File: src/rtl/counter_share_arbiter_if.sv
// Handshake bundle between client engines and the shared-counter arbiter.
// Latency: n/a (wiring only).
// Backpressure: none; clients hold req level until their done pulse.
interface counter_share_arbiter_if #(
    parameter int NUM_REQ = 4,
    parameter int WIDTH   = 4
);
    localparam int OW = $clog2(NUM_REQ);

    logic [NUM_REQ-1:0]       req;
    logic [NUM_REQ*WIDTH-1:0] start_val;
    logic [NUM_REQ-1:0]       gnt;
    logic [NUM_REQ-1:0]       done;
    logic                     busy;
    logic [OW-1:0]            owner;
    logic [WIDTH-1:0]         count;

    // Client side: raises requests and supplies start values.
    modport master (
        output req,
        output start_val,
        input  gnt,
        input  done,
        input  busy,
        input  owner,
        input  count
    );

    // Arbiter side: owns the counter and reports grant/done.
    modport slave (
        input  req,
        input  start_val,
        output gnt,
        output done,
        output busy,
        output owner,
        output count
    );
endinterface

File: src/rtl/counter_share_arbiter.sv
// Round-robin arbiter sharing one auto-stopping up-counter between NUM_REQ clients.
// Latency: grant 1 cycle after req sampled in IDLE; done 1 cycle after count hits all-ones.
// Backpressure: none; a started run always completes, late requests wait for IDLE.
module counter_share_arbiter #(
    parameter int NUM_REQ = 4,
    parameter int WIDTH   = 4
) (
    input  logic                   clk,
    input  logic                   reset,
    counter_share_arbiter_if.slave bus
);
    localparam int OW = $clog2(NUM_REQ);

    typedef enum logic [1:0] {
        IDLE = 2'd0,
        RUN  = 2'd1,
        DONE = 2'd2
    } state_t;

    state_t             state;
    logic [NUM_REQ-1:0] gnt_q;
    logic [NUM_REQ-1:0] done_q;
    logic               busy_q;
    logic [OW-1:0]      owner_q;
    logic [WIDTH-1:0]   count_q;
    logic [OW-1:0]      ptr_q;

    logic               win_vld;
    logic [OW-1:0]      win;
    logic [WIDTH-1:0]   win_start;
    logic [OW-1:0]      ptr_next;
    logic [WIDTH:0]     count_inc;

    // Pick the first requester at or after the round-robin pointer, wrapping.
    always_comb begin
        win_vld   = 1'b0;
        win       = '0;
        win_start = '0;
        for (int i = 0; i < NUM_REQ; i++) begin
            if (!win_vld && bus.req[(int'(ptr_q) + i) % NUM_REQ]) begin
                win_vld   = 1'b1;
                win       = OW'((int'(ptr_q) + i) % NUM_REQ);
                win_start = bus.start_val[((int'(ptr_q) + i) % NUM_REQ) * WIDTH +: WIDTH];
            end
        end
    end

    // Pointer moves just past the winner; explicit wrap keeps non-power-of-2 counts correct.
    assign ptr_next  = (win == OW'(NUM_REQ - 1)) ? '0 : win + OW'(1);

    // One extra bit so the carry out of all-ones marks the last RUN cycle.
    assign count_inc = {1'b0, count_q} + (WIDTH+1)'(1);

    // Sequencer: arbitrate in IDLE, count in RUN, pulse done for one cycle in DONE.
    always_ff @(posedge clk) begin
        if (reset) begin
            state   <= IDLE;
            gnt_q   <= '0;
            done_q  <= '0;
            busy_q  <= 1'b0;
            owner_q <= '0;
            count_q <= '0;
            ptr_q   <= '0;
        end else begin
            case (state)
                IDLE: begin
                    done_q <= '0;
                    if (win_vld) begin
                        state   <= RUN;
                        gnt_q   <= NUM_REQ'(1) << win;
                        busy_q  <= 1'b1;
                        owner_q <= win;
                        count_q <= win_start;
                        ptr_q   <= ptr_next;
                    end
                end
                RUN: begin
                    // Low bits of the increment are zero on carry, giving count=0 in DONE.
                    count_q <= count_inc[WIDTH-1:0];
                    if (count_inc[WIDTH]) begin
                        state  <= DONE;
                        gnt_q  <= '0;
                        busy_q <= 1'b0;
                        done_q <= NUM_REQ'(1) << owner_q;
                    end
                end
                DONE: begin
                    // No arbitration here: the owner gets this cycle to drop its req.
                    state  <= IDLE;
                    done_q <= '0;
                end
                default: begin
                    state  <= IDLE;
                    gnt_q  <= '0;
                    done_q <= '0;
                    busy_q <= 1'b0;
                end
            endcase
        end
    end

    assign bus.gnt   = gnt_q;
    assign bus.done  = done_q;
    assign bus.busy  = busy_q;
    assign bus.owner = owner_q;
    assign bus.count = count_q;
endmodule

File: src/flat_wrapper.sv
// flat-port wrapper written by rule: the top's interface ports become plain ports
module counter_share_arbiter_flat 
#(
    parameter int NUM_REQ = 4,
    parameter int WIDTH   = 4
)
  (clk, reset, bus_req, bus_start_val, bus_gnt, bus_done, bus_busy, bus_owner, bus_count);
  counter_share_arbiter_if #(.NUM_REQ(NUM_REQ), .WIDTH(WIDTH)) bus_i ();
  input  logic clk;
  input  logic reset;
  input wire logic [$bits(bus_i.req)-1:0] bus_req;
  input wire logic [$bits(bus_i.start_val)-1:0] bus_start_val;
  output wire logic [$bits(bus_i.gnt)-1:0] bus_gnt;
  output wire logic [$bits(bus_i.done)-1:0] bus_done;
  output wire logic [$bits(bus_i.busy)-1:0] bus_busy;
  output wire logic [$bits(bus_i.owner)-1:0] bus_owner;
  output wire logic [$bits(bus_i.count)-1:0] bus_count;
  assign bus_i.req = bus_req;
  assign bus_i.start_val = bus_start_val;
  assign bus_gnt = bus_i.gnt;
  assign bus_done = bus_i.done;
  assign bus_busy = bus_i.busy;
  assign bus_owner = bus_i.owner;
  assign bus_count = bus_i.count;
  counter_share_arbiter #(.NUM_REQ(NUM_REQ), .WIDTH(WIDTH)) u_core (.clk(clk), .reset(reset), .bus(bus_i));
endmodule
File: config.mk
export PLATFORM = sky130hd
export DESIGN_NAME = counter_share_arbiter_flat
export DESIGN_NICKNAME = d
export VERILOG_FILES = /design/src/rtl/counter_share_arbiter_if.sv /design/src/rtl/counter_share_arbiter.sv /design/src/flat_wrapper.sv
export SDC_FILE = /design/constraint.sdc
export NUM_CORES = 1
export LEC_CHECK = 0
export CAP_MARGIN = 20
export CORE_ASPECT_RATIO = 0.7
export CORE_UTILIZATION = 53
export CTS_CLUSTER_DIAMETER = 40
export DETAILED_ROUTE_END_ITERATION = 16
export GPL_TIMING_DRIVEN = 0
export PLACE_DENSITY = 0.85
export SLEW_MARGIN = 20
export SYNTH_ARGS = -nofsm -noshare
export SYNTH_HDL_FRONTEND = slang
export SYNTH_SLANG_ARGS = --single-unit
File: constraint.sdc
create_clock -name clk -period 4.04 [get_ports clk]
set_input_delay 1.01 -clock clk [delete_from_list [all_inputs] [get_ports clk]]
set_output_delay 1.01 -clock clk [all_outputs]
set_load 0.01 [all_outputs]
==> implementation parameters <==
Parameter                              Value

Global routing
  Pin count of the biggest net entering global routing ... 11
  Vias in the first global route ... 1561
  Global route total overflow ... 0
  Met1 demand-to-capacity share in global routing ... 0.385
  Highest-utilization routing layer at the global route stage ... met2
  Global routing met3 resource utilization ... 0.0874
  Overall fraction of global-route tracks in use ... 0.303
  Number of antenna violations at the first check in global routing ... 0
  Wire length of the first global-routing pass ... 6.93 mm
  Global Route met2 Usage ... 0.502

Worst setup path
  Delay of the slowest cell on the worst path ... 610 ps
  Sequence of cells on the critical path ... clkdlybuf4s50_1, inv_1, nand2_1, a21oi_1, nor3_1, nand2_1, inv_1, ha_1, nor4b_1, a21oi_1, nor2_1
  Worst setup SP type ... primary input
  Biggest fanout along the worst timing path ... 7
  Cell at the slowest stage of the critical path ... clkdlybuf4s50_1
  CP Class ... primary input to flop
  Register-to-register path setup slack ... ~1800 ps
  Largest delay contributor family on the critical path ... simple AND/OR/NAND/NOR gates
  Category of the worst setup path capture point ... flop
  CP bufs+invs ... 3
  Required time worst endpoint ... 4240 ps
  Signal arrival time at the worst endpoint ... 3130 ps

Flow run
  MaxCap Viol Count ... 0

Yosys
  Number of standard cells after synthesis ... 202
  Summed instance area of the synthesized netlist ... around 1500 um2
  Warning count from the yosys run ... 0
  Synthesized area per cell ... 7.51 um2
  Count of state elements after synthesis ... 19
  Synthesized netlist net count ... 229
  Share of the yosys chip area belonging to registers ... 0.251
  Count of cell types in the netlist ... between 40 and 50

Drt
  Number of violations reported at the end of detailed-routing iteration 0 ... 220
  Count of unresolved DRC violations after routing ... 0
  Number of optimization iterations in the first detailed-route pass ... 7
  Detailed Route WL ... approximately 4.6 mm
  Vias per Instance ... 6.46
  Post-route antenna net violation count ... 0
  Wire length per cell ... 16.6 um
  Vias ... 1771

Layout
  Ratio of cells with drive above 1 in the final layout ... 0.104
  Area added between synthesis and finish ... 28.2%
  Final instance count without filler cells ... 274
  Antenna Diode Count ... 0
  Fillcell total ... 211
  Post-layout nets ... 268

Timing
  Clk_skew ... 2.62 ps
  Setup tns final ... 0 ps
  Final critical path time including I/O delays and setup ... 2930 ps
  Number of failing hold endpoints at the final stage ... 0
  Max Clock Freq ... 341 MHz
  Total count of max-transition violations in the final report ... 0
  RSZ-0062 raised after global routing ... false
  Tightest Pin Transition ... around 510 ps
  Relative slew margins ... 0.659
  Final count of negative-setup-slack endpoints ... 0
  Worst Hold Slack ... 486 ps
  Crit share post-route ... 0.726
  Worst-case setup margin in the final layout ... about 1100 ps

CTS
  Clock insertion delay at the later pin of the skew report ... 260 ps
  Num CTS Buffers ... 3
  Clock tree root buffer cell ... clkbuf_8
  Setup repair bufs after CTS ... 0
  CTS resizes ... 0
  Maximum buffer depth of the clock tree ... 2
  CTS H-tree depth ... 1
  TritonCTS clock tree ... built
  Clock slew seen by the registers of the worst setup and hold paths ... 70 ps
  Number of clock sinks seen by CTS ... 19
  Quantity of hold-fixing buffers added after cts ... 0

Pwr
  Leakage power summed over all cells ... 0.000743 uW
  Cell internal pwr ... roughly 390 uW
  Share of total power in the clock network ... 0.218
  Largest vdd supply drop ... roughly 0.22 mV
  Switching part of the total power ... 0.348
  Switching power of the nets ... 210 uW
  Combinational Power Share ... 0.419
  Part of the power in registers ... 0.363
  Pwr dens ... 310 nW/um2

Placement
  Post-detail-place hpwl ... 3.38 mm
  Worst setup timing slack at the placement stage ... 906 ps
  Cell Count Post-Placement ... 270
  Number of buffers inserted by port buffering ... 34
  Weighted congestion at the end of routability-driven global placement ... 0.893

Die
  Placeable core region ... 2590 um2
  Area enclosed by the die boundary ... 3080 um2
  Top-level port count ... 37
  Width of the die ... 66.0 um
  Initial cell density of the core ... 0.586
  Die height ... 46.8 um
  # rows ... 15

Min path
  Hold crit path type ... flop to flop

Outcome
  Run status ... finished clean
==> placed cells by master (no fill, tap or decap), drive strengths merged, types with 2 or more instances in the layout <==
| cell type | instances |
|---|---|
| o22ai | 4 |
| a221oi | 2 |
| inv | 5 |
| a32o | 2 |
| nand3 | 4 |
| clkbuf | 10 |
| a2bb2oi | 3 |
| mux2i | 6 |
| nand2b | 3 |
| a211oi | 4 |
| clkdlybuf4s50 | 34 |
| a22oi | 5 |
| nor3 | 6 |
| a21o | 4 |
| nor3b | 2 |
| ha | 5 |
| or3 | 2 |
| buf | 8 |
| a21oi | 21 |
| a31oi | 5 |
| nor2b | 2 |
| mux2 | 11 |
| nand2 | 28 |
| dfxtp | 19 |
| nor2 | 23 |
| o21ai | 9 |
==> cells by family after synthesis <==
kind of cell    count (synthesis)  synth area share
flops                          19             0.251
fa+ha+maj                       5            0.0412
buf+inv                        20            0.0758
mux                            17             0.121
simple gates                   75             0.225
compound gates                 66             0.286
==> final timing paths <==
| check | to | startpoint | cells past startpoint |
|---|---|---|---|
| setup / recovery | u_core.bus.gnt[3] | bus_req[3] | 11 |
| hold / removal | u_core.bus.gnt[3] | u_core.bus.gnt[3] | 2 |
| hold reg to reg | u_core.bus.gnt[3] | u_core.bus.gnt[3] | 2 |
| setup reg to reg | u_core.bus.gnt[1] | u_core.ptr_q[1] | 11 |
==> final cells by class <==
class,count,area [um2],area share
multi-input cells,163,1020,0.525
flip-flops and latches,19,380,0.195
repair buffers,34,340,0.175
plain buffers,14,92.6,0.0476
clock buffers,4,45.0,0.0232
well taps,34,42.5,0.0219
inverters,6,22.5,0.0116
==> metrics by stage <==
stage	utilization	total power (uW)	area, um2
finish	0.751	603	1950
detailed placement	0.734	467	1900
floorplan	-	381	1520
global placement	0.734	457	1900
CTS	0.751	597	1950
global route	0.751	633	1950
==> Yosys cell counts <==
cell       number  area [um2]
a2bb2oi_1       3        26.3
or2_2           1        6.26
mux2_2         10         113
a21o_1          4        30.0
nand3_1         4        20.0
nand4_1         1        6.26
a31oi_1         5        31.3
nor2b_1         2        12.5
a221oi_1        2        17.5
nor3_1          6        30.0
nand2b_1        3        18.8
clkbuf_1        6        22.5
nor2_1         23        86.3
ha_1            5        62.6
or3_1           2        12.5
dfxtp_1        19         380
nor3b_1         2        15.0
inv_1           5        18.8
o21a_1          1        7.51
mux2i_1         6        60.1
a2111oi_0       1        8.76
o21bai_2        1        11.3
o22ai_1         4        25.0
mux2_1          1        11.3
a32oi_1         1        8.76
buf_4           2        15.0
nand2_1        28         105
and2b_1         1        7.51
a211oi_1        4        30.0
buf_2           2        10.0
a21oi_1        21         105
a32o_1          2        20.0
nor4b_1         1        8.76
o2111ai_1       1        8.76
o21ai_0         8        40.0
nor4_2          1        12.5
o221ai_1        1        8.76
a22o_1          1        8.76
a22oi_1         5        37.5
buf_6           4        45.0
o21ai_2         1        8.76
clkinv_1        1        3.75
==> metal layers <==
| metal | share of wire | vias to the layer above |
|---|---|---|
| met2 | 0.45 | 129 |
| li1 | - | 817 |
| met5 | 0 | - |
| met4 | 0.020 | 0 |
| met3 | 0.11 | 19 |
| met1 | 0.42 | 806 |
==> power by group through the flow <==
stage          registers [uW]  logic [uW]  clock network, uW
6_report                  219         253                131
5_1_grt                   220         272                141
4_1_cts                   218         247                132
3_5_place_dp              222         245                  0
3_3_place_gp              220         237                  0
2_1_floorplan             223         158                  0
==> worst reg2reg max path, stage by stage, from the launching register on <==
cell	delay (ps)
dfxtp_1	310
buf_4	160
buf_6	150
buf_6	150
buf_6	150
a21oi_1	120
o21ai_0	90
a21oi_1	400
inv_1	120
ha_1	220
a22oi_1	190
nor2_1	60
==> sequential cells by signal, summed over array words and instances (netlist names) <==
register / cells
u_core.bus.busy: 1
u_core.bus.count: 4
u_core.bus.gnt: 4
u_core.bus.done: 4
u_core.bus.owner: 2
u_core.ptr_q: 2
u_core.state: 2
No activity file was read; power rests on OpenSTA's default activity.
==> patch 1: new RTL, config.mk and constraints unchanged <==
Make the reset (`reset`) asynchronous in one clocked block.
--- a/src/rtl/counter_share_arbiter.sv
+++ b/src/rtl/counter_share_arbiter.sv
@@ -52,7 +52,7 @@
     assign count_inc = {1'b0, count_q} + (WIDTH+1)'(1);
 
     // Sequencer: arbitrate in IDLE, count in RUN, pulse done for one cycle in DONE.
-    always_ff @(posedge clk) begin
+    always_ff @(posedge clk or posedge reset) begin
         if (reset) begin
             state   <= IDLE;
             gnt_q   <= '0;
Formal check against the unedited RTL: differs if reset is asserted again (counterexample within 4 cycles, from zero or initial values and one cycle with reset high); with reset held inactive, the same outputs for 4 cycles.
==> patch 1 against the unedited design <==
Die area rose by 14%. Sequential share of layout area grew 2.2 points. Cell area increased by 12%. Synthesized area is 14% higher. First-iteration DRC count fell by 30%. Sequential cell count unchanged. Routed wire length rose by 9.4%. Cell count is 2.2% lower. Setup slack got worse by 0.31 ns.
Power is not compared: it rests on default switching activity, and its combinational part moved more than twofold at a synthesized area within 25%.
==> patch 1: results (changes against the unedited design) <==
gp_congestion: 0.952  # +6.5%
hold_class: "flop to flop"
wl_per_cell_um: 18.6  # +12%
cpLargestDelayFamily: "buffers and inverters"
holdWs_ns: 0.526  # +0.0406 ns
avgSynthCellArea_um2: 9.02  # +20%
grt_max_degree: 20  # +9
cp_max_fo: 10  # +3
yosysSeqAreaShare: 0.275  # +0.0239
grt_pass1_vias: 1708  # +9.4%
synthFlopType: "dfrtp_1"
fin_worst_skew_ns: 0.00393  # +0.00131 ns
slew_headroom: 0.502  # -0.157
final_nets: 260  # -3.0%
syn-num-nets: 219  # -4.4%
synth_cell_type_count: 44  # +4.8%
final_cells: 268  # -2.2%
drt-initial-drc-count: 154  # -30%
dp_slack_ns: 0.594  # -0.311 ns
portBuffers: 36  # +5.9%
drt_first_pass_iters: 4  # -3
synthMuxAreaShare: 0.210  # +0.0891
regToRegSetupSlack_ns: 1.27  # -0.52 ns
dp_hpwl_um: 3830  # +13%
grt_pass1_wl_um: 8390  # +21%
synth_area_leaders: "dfrtp_1, mux4_2, mux2_2"
yosys.area_share.adder: 0.0361  # -0.00509
slowest_delay_ns: 0.48  # -0.13 ns
yosys-top-cells-count: "dfrtp_1, nand2_1, nor2_1"
period_needed_ns: 3.24  # +0.313 ns
status: "finished clean"
crit_arrival_ns: 3.37  # +0.24 ns
synth-compound-area-share: 0.218  # -0.0679
place_area_um2: 2140  # +12%
final_layout_size_suffix_gt1_frac: 0.129  # +0.0251
synth-async-reset-ratio: 1.00  # +1.00
grt_usage: 0.307  # +0.00422
[patch 1: changes by cell type after synthesis, sizes merged, moves of 3 or more]
cell    delta
a22oi      -4
a21oi      -7
mux2       -4
a221o      +3
inv        +5
o21ai      +3
nor3b      +6
mux4      +10
a211oi     -3
dfrtp     +19
nand2b     +3
nand2     -12
dfxtp     -19
nor2       -8
[patch 1: power by group through the flow]
| stage | clock network [mW] | logic (mW) | registers [mW] |
|---|---|---|---|
| 2_1_floorplan | 0 | 0.563 | 0.367 |
| 3_3_place_gp | 0 | 0.843 | 0.353 |
| 3_5_place_dp | 0 | 0.874 | 0.362 |
| 4_1_cts | 0.135 | 0.879 | 0.360 |
| 5_1_grt | 0.141 | 0.970 | 0.373 |
| 6_report | 0.134 | 0.886 | 0.365 |
[patch 1: per-layer routing]
metal  vias to the layer above  global-route usage  wire, µm
met1                       879               0.442      2170
met3                         8              0.0654       466
met5                         -                   0         0
li1                        803                   -         -
met4                         0              0.0733        50
met2                        94               0.471      2300
[patch 1: cell type report]
class	instances	area, µm²
multi-input combinational	150	1160
sequential	19	475
fill	218	761
buffer	13	56.3
tap	36	45.0
timing repair buffer	36	360
inverter	10	37.5
clock buffer	4	45.0
[patch 1: final timing paths]
path                               startpoint                   to  depth (start not counted)
setup / recovery                   bus_req[2]    u_core.bus.gnt[0]                         10
hold / removal             u_core.bus.done[3]   u_core.bus.done[3]                          2
setup reg to reg              u_core.ptr_q[1]    u_core.bus.gnt[3]                         10
hold reg to reg            u_core.bus.done[3]   u_core.bus.done[3]                          2
max in group asynchronous               reset      u_core.ptr_q[1]                          2
min in group asynchronous               reset  u_core.bus.count[2]                          2
==> patch 2: new RTL, same settings <==
Made on the original files. `NUM_REQ` is set to 4 in 3 places; all go to 8.
--- a/src/rtl/counter_share_arbiter_if.sv
+++ b/src/rtl/counter_share_arbiter_if.sv
@@ -2,7 +2,7 @@
 // Latency: n/a (wiring only).
 // Backpressure: none; clients hold req level until their done pulse.
 interface counter_share_arbiter_if #(
-    parameter int NUM_REQ = 4,
+    parameter int NUM_REQ = 8,
     parameter int WIDTH   = 4
 );
     localparam int OW = $clog2(NUM_REQ);
--- a/src/rtl/counter_share_arbiter.sv
+++ b/src/rtl/counter_share_arbiter.sv
@@ -2,7 +2,7 @@
 // Latency: grant 1 cycle after req sampled in IDLE; done 1 cycle after count hits all-ones.
 // Backpressure: none; a started run always completes, late requests wait for IDLE.
 module counter_share_arbiter #(
-    parameter int NUM_REQ = 4,
+    parameter int NUM_REQ = 8,
     parameter int WIDTH   = 4
 ) (
     input  logic                   clk,
--- a/src/flat_wrapper.sv
+++ b/src/flat_wrapper.sv
@@ -1,7 +1,7 @@
 // flat-port wrapper written by rule: the top's interface ports become plain ports
 module counter_share_arbiter_flat 
 #(
-    parameter int NUM_REQ = 4,
+    parameter int NUM_REQ = 8,
     parameter int WIDTH   = 4
 )
   (clk, reset, bus_req, bus_start_val, bus_gnt, bus_done, bus_busy, bus_owner, bus_count);
Interface: changed (5 resized); port bits go from 37 to 66. No check against the original RTL was run, so the function may have changed too.
==> patch 2 against the unedited design <==
The run now ends with DRC, setup timing left. Sequential cell count rose by 10. Routed wire length grew 140%. Power increased to 5.9 times the old value. Die area is 120% higher. Non-clock buffer count grew 54. Cell area increased by 130%. Maximum frequency decreased by 29%. Synthesized area increased by 130%. Setup slack worse by 1.2 ns.
==> patch 2: results (changes against the unedited design) <==
synthCells: 347  # +72%
synth_area_leaders: "mux4_2, dfxtp_1, mux2i_1"
cp_max_fo: 6  # -1
yosys-top-cells-count: "mux4_2, mux2i_1, nand2_1"
dp_hpwl_um: 8060  # +140%
r2r_cells: 16  # +5
htree_num_levels: 2  # +1
startpoint: "u_core.ptr_q[0]"
hold_start: "u_core.bus.done[5]"
drt_first_pass_iters: 11  # +4
violations: "DRC, setup timing"
drt-initial-drc-count: 427  # +94%
syn-num-nets: 397  # +73%
slew_headroom: 0.353  # -0.306
holdWs_ns: 0.452  # -0.0336 ns
worst_slack_ns: -0.0986  # -1.21 ns
drc: 2  # +2
status: "finished, violations left"
crit_arrival_ns: 4.36  # +1.23 ns
route.met3.wl_um: 1120  # +120%
grt_pass1_wl_um: 17400  # +150%
critPathCapture: "u_core.ptr_q[0]"
fin_worst_skew_ns: 0.0118  # +0.00914 ns
setup_viol_count_final: 1  # +1
yosysSeqAreaShare: 0.169  # -0.0820
p_leak_nw: 1.65  # +120%
-- patch 2: report_power, final --
group	leakage (nW)	internal [mW]	switching [mW]
registers	0.238	0.350	0.0651
logic	1.35	1.33	1.51
clock network	0.0585	0.201	0.117
-- patch 2: cell type report --
type                            count  area share
Buffer                             22      0.0269
Clock buffer                        7      0.0189
Clock inverter                      1     0.00658
Inverter                           11      0.0123
Multi-Input combinational cell    284       0.627
Sequential cell                    29       0.128
Tap cell                           78      0.0214
Timing Repair Buffer               80       0.159
-- patch 2: timing repair --
action	CTS	global route
setup endpoints to repair	16	8
setup buffers	13	2
pin swaps	6	4
gates resized for setup	51	11
cloned	0	0
-- patch 2: cell families after synthesis --
kind of cell    count (synthesis)  share of synthesized area
mux                            89                      0.433
fa+ha+maj                       8                     0.0291
xor+xnor                        4                     0.0102
compound gates                 82                      0.173
flops                          29                      0.169
simple gates                  101                      0.144
buf+inv                        34                     0.0425
